==> src/rtl/proc_pkg.sv <==
// Shared definitions for the WISC-style processor: fetch FSM state
// encoding and architectural reset constants.
package proc_pkg;

  // Fetch-stage state; encoding is shared with debug tooling.
  typedef enum logic [1:0] {
    ST_FETCH = 2'd0,
    ST_WAIT  = 2'd1,
    ST_HOLD  = 2'd2,
    ST_HALT  = 2'd3
  } fetch_state_e;

  localparam logic [15:0] RESET_PC_DEF  = 16'h0000;
  localparam logic [15:0] NOP_INSTR_DEF = 16'h0800;

endpackage

==> src/rtl/pc_incr.sv <==
// 16-bit +2 incrementer for the PC. Also used by execute as the branch base.
// The result wraps modulo 2^16 (16'hFFFE + 2 = 16'h0000).
module pc_incr (
  input  logic [15:0] pc_i,
  output logic [15:0] inc_pc_o
);

  // The carry out of bit 15 is dropped so the PC wraps silently.
  assign inc_pc_o = pc_i + 16'd2;

endmodule

==> src/rtl/proc_fetch.sv <==
// Fetch stage: owns the PC, runs the multicycle instruction-memory
// handshake and holds the fetched instruction until decode advances.
// Optional build macro PC_ALIGN_CHECK_EN: an odd redirect target raises a
// sticky err and halts instead of being silently aligned.
module proc_fetch
  import proc_pkg::*;
#(
  parameter logic [15:0] RESET_PC  = RESET_PC_DEF,
  parameter logic [15:0] NOP_INSTR = NOP_INSTR_DEF
) (
  input  logic        clk,
  input  logic        rst,
  input  logic        advance,
  input  logic        redirect,
  input  logic [15:0] targetPC,
  input  logic        isHalt,
  output logic        imemRd,
  output logic [15:0] imemAddr,
  input  logic        imemStall,
  input  logic        imemDone,
  input  logic [15:0] imemData,
  output logic [15:0] instr,
  output logic        instrValid,
  output logic [15:0] pc,
  output logic [15:0] incPC,
  output logic        halted,
  output logic        err
);

  fetch_state_e state_q, state_d;
  logic [15:0]  pc_q, pc_d;
  logic [15:0]  instr_q, instr_d;
  logic         err_q, err_d;
  logic [15:0]  inc_pc;
  logic [15:0]  tgt_load;
  logic         tgt_misaligned;

  pc_incr u_pc_incr (
    .pc_i     (pc_q),
    .inc_pc_o (inc_pc)
  );

  // Redirect target as it is loaded into the PC, and whether it faults.
`ifdef PC_ALIGN_CHECK_EN
  assign tgt_load       = targetPC;
  assign tgt_misaligned = targetPC[0];
`else
  assign tgt_load       = targetPC & 16'hFFFE;
  assign tgt_misaligned = 1'b0;
`endif

  // State register.
  always_ff @(posedge clk) begin
    // NOTE: sequential state uses non-blocking assignments so every
    // register samples pre-edge values regardless of statement order.
    if (rst) state_q <= ST_FETCH;
    else     state_q <= state_d;
  end

  // Datapath registers: PC, held instruction, sticky error.
  always_ff @(posedge clk) begin
    if (rst) begin
      pc_q    <= RESET_PC;
      instr_q <= NOP_INSTR;
      err_q   <= 1'b0;
    end else begin
      pc_q    <= pc_d;
      instr_q <= instr_d;
      err_q   <= err_d;
    end
  end

  // Next-state and next-datapath logic.
  always_comb begin
    // NOTE: every comb output gets a default first so no path infers a latch.
    state_d = state_q;
    pc_d    = pc_q;
    instr_d = instr_q;
    err_d   = err_q;
    unique case (state_q)
      ST_FETCH: begin
        if (!imemStall) begin
          if (imemDone) begin
            instr_d = imemData;
            state_d = ST_HOLD;
          end else begin
            state_d = ST_WAIT;
          end
        end
      end
      ST_WAIT: begin
        if (imemDone) begin
          instr_d = imemData;
          state_d = ST_HOLD;
        end
      end
      ST_HOLD: begin
        if (advance) begin
          if (isHalt) begin
            state_d = ST_HALT;
          end else if (redirect) begin
            pc_d = tgt_load;
            if (tgt_misaligned) begin
              err_d   = 1'b1;
              state_d = ST_HALT;
            end else begin
              state_d = ST_FETCH;
            end
          end else begin
            pc_d    = inc_pc;
            state_d = ST_FETCH;
          end
        end
      end
      ST_HALT: state_d = ST_HALT;
      default: state_d = ST_FETCH;
    endcase
  end

  // Output decode; the request is suppressed during the reset cycle.
  always_comb begin
    imemRd     = (state_q == ST_FETCH) && !rst;
    instrValid = (state_q == ST_HOLD);
    halted     = (state_q == ST_HALT);
  end

  assign imemAddr = pc_q;
  assign pc       = pc_q;
  assign incPC    = inc_pc;
  assign instr    = instr_q;
  assign err      = err_q;

endmodule

==> config.mk <==
export PLATFORM = sky130hd
export DESIGN_NAME = proc_fetch
export DESIGN_NICKNAME = d
export VERILOG_FILES = /design/src/rtl/proc_pkg.sv /design/src/rtl/pc_incr.sv /design/src/rtl/proc_fetch.sv
export SDC_FILE = /design/constraint.sdc
export NUM_CORES = 1
export LEC_CHECK = 0
export BUFFER_PORTS_ARGS = -buffer_cell sky130_fd_sc_hd__buf_4
export CAP_MARGIN = 10
export CORE_MARGIN = 2
export CORE_UTILIZATION = 46
export CTS_BUF_LIST = sky130_fd_sc_hd__clkbuf_8
export CTS_CLUSTER_DIAMETER = 50
export DETAILED_ROUTE_END_ITERATION = 7
export HOLD_SLACK_MARGIN = 0.02
export PLACE_DENSITY = 0.82
export RECOVER_POWER = 50
export SYNTH_ARGS = -nofsm -noshare
export SYNTH_HDL_FRONTEND = slang
export SYNTH_HIERARCHICAL = 1
export SYNTH_SLANG_ARGS = --single-unit
export TNS_END_PERCENT = 30
==> constraint.sdc <==
create_clock -name clk -period 1.9 [get_ports clk]
set_input_delay 0.095 -clock clk [delete_from_list [all_inputs] [get_ports clk]]
set_output_delay 0.095 -clock clk [all_outputs]
set_load 0.005 [all_outputs]
Yosys cells after proc, flatten, opt, wreduce, memory -nomap -nowiden. Cells that the tools add are included.

Flip-flop bits (word level): 34. Input port bits: 39. Output and inout bits: 68. Word-level logic and storage cells: 28.

Add/sub/neg operators: 1. Equal/unequal tests: 6. Mux-type cells: 10. Bitwise logic cells: 1. Reductions and logical operators: 7.

Operator list (count): $mux 16 (3); $pmux 16 s2 (1); $add 16x2->16 const B (1); $mux 2 (5); $pmux 2 s4 (1); $ne 2x2->1 const B (3); $reduce_and 3->1 (2); $eq 2x2->1 const B (2); $eq 2x1->1 const B (1); $logic_not 2->1 (1); $reduce_and 2->1 (1); $reduce_bool 2->1 (1); $logic_and 1x1->1 (1); $logic_not 1->1 (1); $not 1->1 (1).

Longest topological paths before layout. Gate-level depths: netlist (run 1).

Depth after elaboration: 3. Depth in mapped cells: 6. Depth with buffers taken out: 6.

Hierarchy. Netlist (run 1), hierarchy kept.

By module, submodules not included: proc_fetch (instances 1, cells each 180, area an instance 1615.3 sq um, seq. area each 680.7 sq um); pc_incr (instances 1, cells each 39, area an instance 287.8 sq um, seq. area each 0.0 sq um).

Worst setup path after synthesis (run 1). No wires, ideal clock.

Kind: reg-to-reg. Start: register pc_q[1], in the netlist imemAddr[1]. End: register pc_q[15], in the netlist imemAddr[15]. Library setup time: 0.086 ns. Arrival time: 1.582 ns. Data required time: 1.814 ns. Setup slack: 0.232 ns. Stages on the path, launching flop included: 7. Buffers on the path: 0. Clock period less this slack: 1.668 ns. Path through: dfxtp_1 -> ha_1 -> nand2_1 -> nor4_2 -> xor2_1 -> mux2i_1 -> a211oi_1.

Word-level cells in the longest chain between the ends: 2.

RTL lines: start: declaration (line proc_fetch.sv:31) `logic [15:0] pc_q, pc_d;`; start signal: assignment (line proc_fetch.sv:67) `pc_q <= pc_d;`; $add 16x2->16 (line pc_incr.sv:9) `assign inc_pc_o = pc_i + 16'd2;`; named net incPC[15] (line proc_fetch.sv:25) `output logic [15:0] incPC,`; $mux 16 (line proc_fetch.sv:101) `end else if (redirect) begin`.

The timed path passes the listed nets, and every way through them passes these cells. A chain may end at the register's enable or synchronous reset.

Final worst setup path (run 1).
Start: register pc_q[2], in the netlist imemAddr[2]. End: output port incPC[15].

Word-level cells in the longest chain between the ends: 1.

RTL lines (line): $add 16x2->16 (pc_incr.sv:9); end: declaration (proc_fetch.sv:25).

Every way passes these cells.

==> summary.md, run 1 <==
| Metric | Value |
|---|---|
| Status | `finished clean` |
| Syn_area_per_cell | `8.69 um2` |
| Synth area leader | `dfxtp_1` |
| HP Start | `imemData[11]` |
| PwrDens | `605 nW/um2` |
| Final Max Tran Viols | `0` |
| Fin crit share | `0.927` |
| Highest net fanout along the worst path | `4` |
| Met1 WL | `2.09 mm` |
| Reg-to-reg setup timing slack | `0.26 ns` |
| Max IR drop VDD | `0.000404 V` |
| Hold slack | `0.0587 ns` |
| Share of layout cells above drive strength 1 | `0.399` |
| Synth cell count leaders | `dfxtp_1 (34), buf_4 (22), nand3_1 (22)` |
| Initial core utilization | `0.476` |
| # Post-CTS Setup Buffers | `0` |
| Grt total ovfl | `0` |
| WL/cell | `13.7 um` |
| Yosys warns | `6` |
| Kind of critical path | `reg2out` |
| Vias per inst | `5.11` |
| Async set-reset flop share out of synthesis | `0` |
| Initial antenna violation count | `0` |
| P&R area growth vs syn | `39.3%` |
| Instance count of the mapped netlist | `219` |
| Antenna cell count | `0` |
| Dpl hpwl | `3.56 mm` |
| TritonCTS clock tree | `built` |
| Post-route setup slack | `0.138 ns` |
| Met2 routed WL | `2.45 mm` |
| Worst Setup SP | `imemAddr[2]$_SDFFE_PP0P_` |
| Seq/Total Area, Yosys | `0.358` |
| Metal3 WL | `300 um` |
| Post-Syn Nets | `259` |
| CTS Buf Count | `5` |
| Worst Clk Skew | `0.00433 ns` |
| Die area | `4670 um2` |
| # rows | `23` |
| CTS max path bufs | `2` |
| Top sig layer | `met4` |
| Die Ht | `68.3 um` |
| Num ports | `107` |
| Min cycle time layout | `1.76 ns` |
| Max-cap violations | `0` |
| EDFF count, synth | `0` |
| CTS root buf | `clkbuf_8` |
| Fin nets | `347` |
| Final Hold Fails | `0` |
| Core ar. | `4000 um2` |
| Synth Cell Area | `1900 um2` |
| Yosys top cell area share | `0.358` |
| Most frequent cell after synthesis | `dfxtp_1` |
| Critical Path Sink Type | `output port` |
| Yosys cell types | `33` |
| Largest cells by area after synthesis | `dfxtp_1 (36%), buf_4 (8.7%), mux2i_1 (7.9%), nand3_1 (5.8%), a21oi_1 (4.7%)` |
| Via count | `1820` |
| Worst path arrival time | `1.67 ns` |
| Yosys reg bits | `34` |
| Largest net degree at the start of global routing | `36` |
| Clk slew on worst S/H paths | `0.06 ns` |
| Main synth FF type | `dfxtp_1` |
| H-tree depth | `2` |
| WL final | `4.89 mm` |
| PortBufs | `104` |
| GRT Resource Usage Total | `0.203` |
| Pre-CTS setup slack | `0.267 ns` |
| Worst-skew pair later-pin latency | `0.27 ns` |
| Slew HR | `0.622` |
| Hold Path Class | `in2reg` |
| Worst Tran Pin Value | `0.567 ns` |
| First DRT Iteration DRCs | `98` |
| R2R Path Start | `imemAddr[11]$_SDFFE_PP0P_` |
| DIE WIDTH | `68.3 um` |
| Static Leakage | `1.20 nW` |
| Routed Antenna Nets | `0` |
| FMAX | `0.568 GHz` |
| Clock Sinks | `34` |
| Worst EP required | `1.80 ns` |
| Worst setup SP type | `flip-flop` |
| First-pass GRT wire length | `7.16 mm` |
| TritonRoute pass-1 iters | `4` |
| DRC | `0` |
| GPL Wtd Cong | `0.707` |
| Vias in the first global route | `1519` |
| Final setup fails | `0` |
[cells by family after synthesis]
| kind of cell | after synthesis | share of synthesized area |
|---|---|---|
| AO/OA/AOI/OAI | 50 | 0.162 |
| XOR/XNOR | 13 | 0.0598 |
| adder cells (fa/ha/maj) | 1 | 0.00657 |
| buffers and inverters | 37 | 0.129 |
| flip-flops | 34 | 0.358 |
| multiplexers | 15 | 0.0789 |
| other | 1 | 0.00197 |
| AND/OR/NAND/NOR | 68 | 0.204 |
[registers in the layout, summed over array words and instances, names as in the netlist]
register / count
state_q: 2
instr: 16
imemAddr: 16
[timing repair]
action,in CTS,in global routing
hold endpoints to repair,0,0
hold buffers,0,0
endpoints found under the setup margin,0,1
resized for setup,0,2
[per-layer routing]
metal  GRT usage  vias to the layer above
met2       0.346                       55
met4      0.0650                        0
met5           0                        -
met3      0.0477                        6
li1            -                      926
met1       0.251                      833
[final cells by class]
class                      instances  area [um2]
fill                             345        1350
multi-input combinational        148         988
timing repair buffer             115         826
sequential                        34         681
clock buffer                       6        82.6
tap                               50        62.6
inverter                           3        11.3
[worst paths after layout]
path | end | cells after the start
min | instr[11]$_SDFFE_PP1P_ | 3
min reg2reg | instr[1]$_SDFFE_PP0P_ | 2
max reg2reg | imemAddr[14]$_SDFFE_PP0P_ | 5
max | incPC[15] | 5
[power by group]
group	switching, mW	internal (mW)	leakage, nW
combinational	0.147	0.173	0.880
sequential	0.0255	0.748	0.277
clock	0.232	0.279	0.0431
[per-stage QoR]
stage	instances	area [um2]	util	setup TNS [ns]	power, mW
4_1_cts	356	2680	0.669	0	1.63
6_report	356	2650	0.663	0	1.60
2_1_floorplan	219	1900	-	0	0.962
3_5_place_dp	350	2590	0.649	0	1.12
3_3_place_gp	350	2590	0.649	0	1.11
5_1_grt	356	2650	0.663	-0.0206	1.69
[cell usage in the layout, fill, tap and decap left out]
| cell | synthesis | layout |
|---|---|---|
| a211oi_1 | 12 | 12 |
| a211oi_2 | 3 | 3 |
| a21bo_2 | 1 | 1 |
| a21oi_1 | 18 | 18 |
| and2_1 | 1 | 1 |
| and2b_2 | 1 | 1 |
| and3_1 | 2 | 2 |
| and4bb_4 | 1 | 1 |
| buf_1 | 0 | 1 |
| buf_4 | 22 | 69 |
| clkbuf_1 | 5 | 9 |
| clkbuf_4 | 1 | 36 |
| clkbuf_8 | 0 | 6 |
| conb_1 | 1 | 1 |
| dfxtp_1 | 34 | 34 |
| ha_1 | 1 | 1 |
| inv_1 | 3 | 3 |
| mux2i_1 | 15 | 15 |
| nand2_1 | 3 | 2 |
| nand2_2 | 0 | 1 |
| nand2b_1 | 4 | 4 |
| nand3_1 | 22 | 22 |
| nand3b_1 | 3 | 3 |
| nand4_1 | 1 | 1 |
| nand4_4 | 1 | 1 |
| nor2_1 | 17 | 17 |
| nor2b_1 | 2 | 2 |
| nor3_1 | 7 | 7 |
| nor4_2 | 3 | 2 |
| nor4_4 | 0 | 1 |
| o21ai_0 | 15 | 15 |
| o21ai_1 | 1 | 1 |
| xnor2_1 | 5 | 5 |
| xor2_1 | 8 | 8 |
[worst max-delay path: stages (launching register included)]
cell     delay (ns)
dfxtp_1        0.34
ha_1           0.26
nand2_2        0.14
nor4_4         0.29
xor2_1         0.21
buf_4          0.15
Power figures use the tool's default switching activity.
==> run 2: changes to the inputs <==
- ABC_AREA: not set -> 1
- CORE_UTILIZATION: 46 -> 47
==> summary.md, run 2 <==
| Metric | Value |
|---|---|
| RSZ-0062 raised after global routing | `false` |
| TritonCTS clock tree | `built` |
| Post-synthesis mux area share | `0` |
| Largest family of logic cells by synthesized area | `simple AND/OR/NAND/NOR gates` |
| Post-Syn Nets | `350` |
| PortBufs | `104` |
| Largest cells by area after synthesis | `dfxtp_1 (33%), nand2_1 (15%), nor2_1 (8.0%), buf_4 (6.9%), nand3_1 (6.3%)` |
| Hold slack | `0.0437 ns` |
| PwrDens | `727 nW/um2` |
| Hold Path Class | `in2reg` |
| Top delay family on crit path | `flip-flops` |
| Reg-to-reg setup timing slack | `0.24 ns` |
| Pre-CTS setup slack | `0.265 ns` |
| WL/cell | `12.1 um` |
| Sum of negative setup slack | `0 ns` |
| Routed Antenna Nets | `0` |
| Post-Synth Adder-Cell Area | `0.00606` |
| Initial antenna violation count | `0` |
| Worst path arrival time | `1.67 ns` |
| Core ar. | `4290 um2` |
| H-tree depth | `2` |
| Max-cap violations | `0` |
| Post-Synth XOR/XNOR Area | `0.0297` |
| Max IR drop VDD | `0.000514 V` |
| Final setup fails | `0` |
| Synth area leader | `dfxtp_1` |
| EDFF count, synth | `0` |
| Worst Clk Skew | `0.00843 ns` |
| Most frequent cells in the layout | `nand2_1 (81), buf_4 (56), clkbuf_4 (48)` |
| Core Util, Final | `0.653` |
| GRT Resource Usage Total | `0.228` |
| Initial core utilization | `0.481` |
| Non-Filler Instances | `447` |
| Worst setup SP type | `flip-flop` |
| GPL Wtd Cong | `0.834` |
| Synth Cell Area | `2060 um2` |
| First-pass GRT wire length | `9.06 mm` |
| CTS max path bufs | `2` |
| Most frequent cell after synthesis | `nand2_1` |
| Die Ht | `70.3 um` |
| Instance count of the mapped netlist | `310` |
| Via count | `2249` |
| Syn_area_per_cell | `6.66 um2` |
| Slew HR | `0.633` |
| Highest net fanout along the worst path | `6` |
| Vias per inst | `5.03` |
| Met1 global-route usage | `0.241` |
| Fin crit share | `0.927` |
| Worst Tran Pin Value | `0.550 ns` |
| CP peak stage delay | `0.45 ns` |
| Largest net degree at the start of global routing | `19` |
| CP max stage cell | `dfxtp_1` |
| WL final | `5.39 mm` |
| Async set-reset flop share out of synthesis | `0` |
| Static Leakage | `1.37 nW` |
| Most used routing layer in global routing | `met2` |
| DIE WIDTH | `70.3 um` |
| Die area | `4940 um2` |
| Final Hold Fails | `0` |
| Grt total ovfl | `0` |
| Clk slew on worst S/H paths | `0.07 ns` |
| Yosys reg bits | `34` |
| Seq/Total Area, Yosys | `0.330` |
| Simple-Gate Fraction of Synth Area | `0.387` |
| Min cycle time layout | `1.76 ns` |
| Number of fill cells | `415` |
| CP Buf/Inv Count | `1` |
| Kind of critical path | `reg2out` |
| Yosys warns | `6` |
| CTS Buf Count | `5` |
| Share of layout cells above drive strength 1 | `0.372` |
| Fin nets | `434` |
| CTS root buf | `clkbuf_8` |
| Clock Sinks | `34` |
| Main synth FF type | `dfxtp_1` |
| Dpl hpwl | `3.99 mm` |
| # Post-CTS Setup Buffers | `0` |
| Num ports | `107` |
| Cts hold-fix bufs | `0` |
| First DRT Iteration DRCs | `142` |
| Vias in the first global route | `2122` |
| Post-route setup slack | `0.139 ns` |
| Post-CTS Resized | `0` |
| Status | `finished clean` |
| Yosys cell types | `26` |
| Yosys top cell area share | `0.330` |
| Placed Cells | `439` |
| Synth Area in Compound Gates | `0.102` |
| Most common cell after layout, fill and taps aside | `nand2_1` |
| Final Max Tran Viols | `0` |
| FMAX | `0.568 GHz` |
| TritonRoute pass-1 iters | `4` |
| Met3 Use GR | `0.0750` |
| DRC | `0` |
| Grt met2 use | `0.410` |
| Cells along the critical path | `ha_1, nand3_2, nor2_2, xor2_1, buf_4` |
| Synth cell count leaders | `nand2_1 (81), nor2_1 (44), dfxtp_1 (34)` |
| P&R area growth vs syn | `35.9%` |
| Antenna cell count | `0` |
| Worst EP required | `1.80 ns` |
| Worst-skew pair later-pin latency | `0.29 ns` |
| Critical Path Sink Type | `output port` |
| # rows | `24` |
-- run 2: changes by cell type in the layout (fill, tap and decap cells not counted), sizes merged, moves of 14 or more --
| cell | delta |
|---|---|
| inv | +22 |
| a211oi | -15 |
| buf | -14 |
| nand2 | +93 |
| nor2 | +33 |
| mux2i | -15 |
-- run 2: path summary, 6_finish.rpt --
path	start	end	cells past startpoint
max	imemAddr[1]$_SDFFE_PP0P_	incPC[7]	5
min	imemData[11]	instr[11]$_SDFFE_PP1P_	3
max reg2reg	imemAddr[1]$_SDFFE_PP0P_	imemAddr[15]$_SDFFE_PP0P_	10
min reg2reg	instr[11]$_SDFFE_PP1P_	instr[11]$_SDFFE_PP1P_	2
-- run 2: routing by layer --
metal / wire length, um / share of wire
met1: 2200 / 0.41
met5: 0 / 0
met3: 484 / 0.090
met4: 105 / 0.019
met2: 2600 / 0.48
-- run 2: worst register-to-register path, stage by stage (launching register included) --
cell	delay, ns
dfxtp_1	0.45
ha_1	0.24
nand3_2	0.14
nor2_2	0.17
nand3_1	0.09
nand2_1	0.06
nand2_1	0.07
nand2_1	0.07
nand2_1	0.05
o21ai_1	0.15
nor2_1	0.06
-- run 2: cells by family after synthesis --
| group | count (synthesis) |
|---|---|
| other | 1 |
| flip-flops | 34 |
| XOR/XNOR | 7 |
| AND/OR/NAND/NOR | 179 |
| adder cells (fa/ha/maj) | 1 |
| AO/OA/AOI/OAI | 35 |
| buffers and inverters | 53 |
-- run 2: area by class of cell --
class                           instances  area (um2)  share of cell area
Inverter                               24        92.6              0.0330
Timing Repair Buffer                  106         788               0.281
Tap cell                               52        65.1              0.0232
Clock buffer                            6        82.6              0.0294
Sequential cell                        34         681               0.243
Multi-Input combinational cell        223        1090               0.388
Clock inverter                          2        8.76             0.00312
-- run 2: through the flow --
step	cell area, um2	power, mW
after floorplan	2060	1.25
after global placement	2720	1.50
after detailed placement	2720	1.51
after CTS	2810	2.07
after global routing	2810	2.17
final	2810	2.04
-- run 2: where the power goes --
part / leakage, nW / internal, mW / total, mW / switching, mW
registers: 0.277 / 0.785 / 0.864 / 0.0796
clock network: 0.0524 / 0.287 / 0.561 / 0.274
logic: 1.04 / 0.303 / 0.615 / 0.312
total: 1.37 / 1.37 / 2.04 / 0.666
==> run 3: changes to the inputs <==
- BUFFER_PORTS_ARGS: -buffer_cell sky130_fd_sc_hd__buf_4 -> -buffer_cell sky130_fd_sc_hd__buf_2
==> summary.md, run 3 (synthesized netlist as in run 2, its figures left out) <==
| Metric | Value |
|---|---|
| Final Hold Fails | `0` |
| Hold slack | `0.0835 ns` |
| Max IR drop VDD | `0.000528 V` |
| Post-CTS Resized | `0` |
| Critical Path Sink Type | `output port` |
| PwrDens | `767 nW/um2` |
| Non-Filler Instances | `449` |
| Routed Antenna Nets | `0` |
| Worst Clk Skew | `0.00800 ns` |
| Antenna cell count | `0` |
| CTS root buf | `clkbuf_8` |
| Highest net fanout along the worst path | `5` |
| Max-cap violations | `0` |
| Dpl hpwl | `3.76 mm` |
| Number of fill cells | `418` |
| RSZ-0062 raised after global routing | `false` |
| Largest net degree at the start of global routing | `19` |
| PortBufs | `104` |
| Hold Path Class | `in2reg` |
| Static Leakage | `1.33 nW` |
| Vias per inst | `4.88` |
| Grt total ovfl | `0` |
| First DRT Iteration DRCs | `109` |
| Via count | `2191` |
| Die area | `4940 um2` |
| Share of layout cells above drive strength 1 | `0.353` |
| Most frequent cells in the layout | `buf_2 (93), nand2_1 (81), nor2_1 (44)` |
| H-tree depth | `2` |
| Placed Cells | `441` |
| GPL Wtd Cong | `0.826` |
| GRT Resource Usage Total | `0.213` |
| CP max stage cell | `dfxtp_1` |
| TritonRoute pass-1 iters | `4` |
| Clock Sinks | `34` |
| DRC | `0` |
| Clk slew on worst S/H paths | `0.07 ns` |
| Worst Tran Pin Value | `0.612 ns` |
| CTS Buf Count | `5` |
| WL final | `5.18 mm` |
| CP Buf/Inv Count | `2` |
| Final Max Tran Viols | `0` |
| WL/cell | `11.5 um` |
| Cells along the critical path | `ha_1, nand3_2, inv_2, nand2_2, xnor2_1, buf_2` |
| Die Ht | `70.3 um` |
| Slew HR | `0.591` |
| Min cycle time layout | `1.66 ns` |
| TritonCTS clock tree | `built` |
| Vias in the first global route | `2051` |
| Final setup fails | `0` |
| Fin nets | `436` |
| Worst EP required | `1.80 ns` |
| Status | `finished clean` |
| First-pass GRT wire length | `8.65 mm` |
| Core ar. | `4290 um2` |
| Sum of negative setup slack | `0 ns` |
| CTS max path bufs | `2` |
| Cts hold-fix bufs | `0` |
| Top delay family on crit path | `flip-flops` |
| Initial core utilization | `0.481` |
| # Post-CTS Setup Buffers | `0` |
| Fin crit share | `0.874` |
| DIE WIDTH | `70.3 um` |
| FMAX | `0.602 GHz` |
| Worst setup SP type | `flip-flop` |
| # rows | `24` |
| Worst-skew pair later-pin latency | `0.28 ns` |
| Initial antenna violation count | `0` |
| Core Util, Final | `0.594` |
| CP peak stage delay | `0.40 ns` |
| Most common cell after layout, fill and taps aside | `buf_2` |
| Worst path arrival time | `1.57 ns` |
| Num ports | `107` |
| P&R area growth vs syn | `23.6%` |
| Kind of critical path | `reg2out` |
==> run 3: path summary, 6_finish.rpt <==
kind	start	to	slack (ns)	cells after the start
worst max-delay path	imemAddr[2]$_SDFFE_PP0P_	incPC[9]	0.24	6
worst min-delay path	imemData[9]	instr[9]$_SDFFE_PP0P_	0.08	3
worst max register to register	imemAddr[1]$_SDFFE_PP0P_	imemAddr[14]$_SDFFE_PP0P_	0.35	10
worst min register to register	instr[0]$_SDFFE_PP0P_	instr[0]$_SDFFE_PP0P_	0.46	2
==> run 3: per-stage QoR <==
step                total power [mW]  instance area (um2)  setup slack, ns
CTS                             1.98                 2570            0.229
global placement                1.41                 2480            0.417
detailed placement              1.43                 2480            0.382
floorplan                       1.25                 2060            0.441
finish                          1.96                 2550            0.239
global route                    2.08                 2550           0.0894
==> run 3: layout make-up <==
class / instances / area (um2) / share of cell area
clock inverters: 2 / 8.76 / 0.00343
inverters: 24 / 92.6 / 0.0363
repair buffers: 108 / 534 / 0.209
flip-flops and latches: 34 / 681 / 0.267
well taps: 52 / 65.1 / 0.0255
multi-input cells: 223 / 1090 / 0.426
clock buffers: 6 / 82.6 / 0.0324
==> run 3: routing by layer <==
layer | part of all wire | track usage
met1 | 0.41 | 0.237
met2 | 0.49 | 0.374
met3 | 0.086 | 0.0606
met4 | 0.012 | 0.0919
met5 | 0 | 0
==> run 3: report_power, final <==
part	leakage (nW)	total (mW)	internal (mW)	switching [mW]
Combinational	1.01	0.543	0.231	0.313
Clock	0.0524	0.556	0.287	0.268
Sequential	0.277	0.859	0.784	0.0743
==> run 3: worst reg2reg max path: stages, from the launching register on <==
cell      delay, ns
dfxtp_1        0.33
clkbuf_1       0.22
nand3_2        0.17
nor2_2         0.19
nand3_1        0.09
nand2_1        0.06
nand2_1        0.06
nand2_1        0.06
nand2_1        0.06
o21ai_1        0.14
nor2_1         0.06
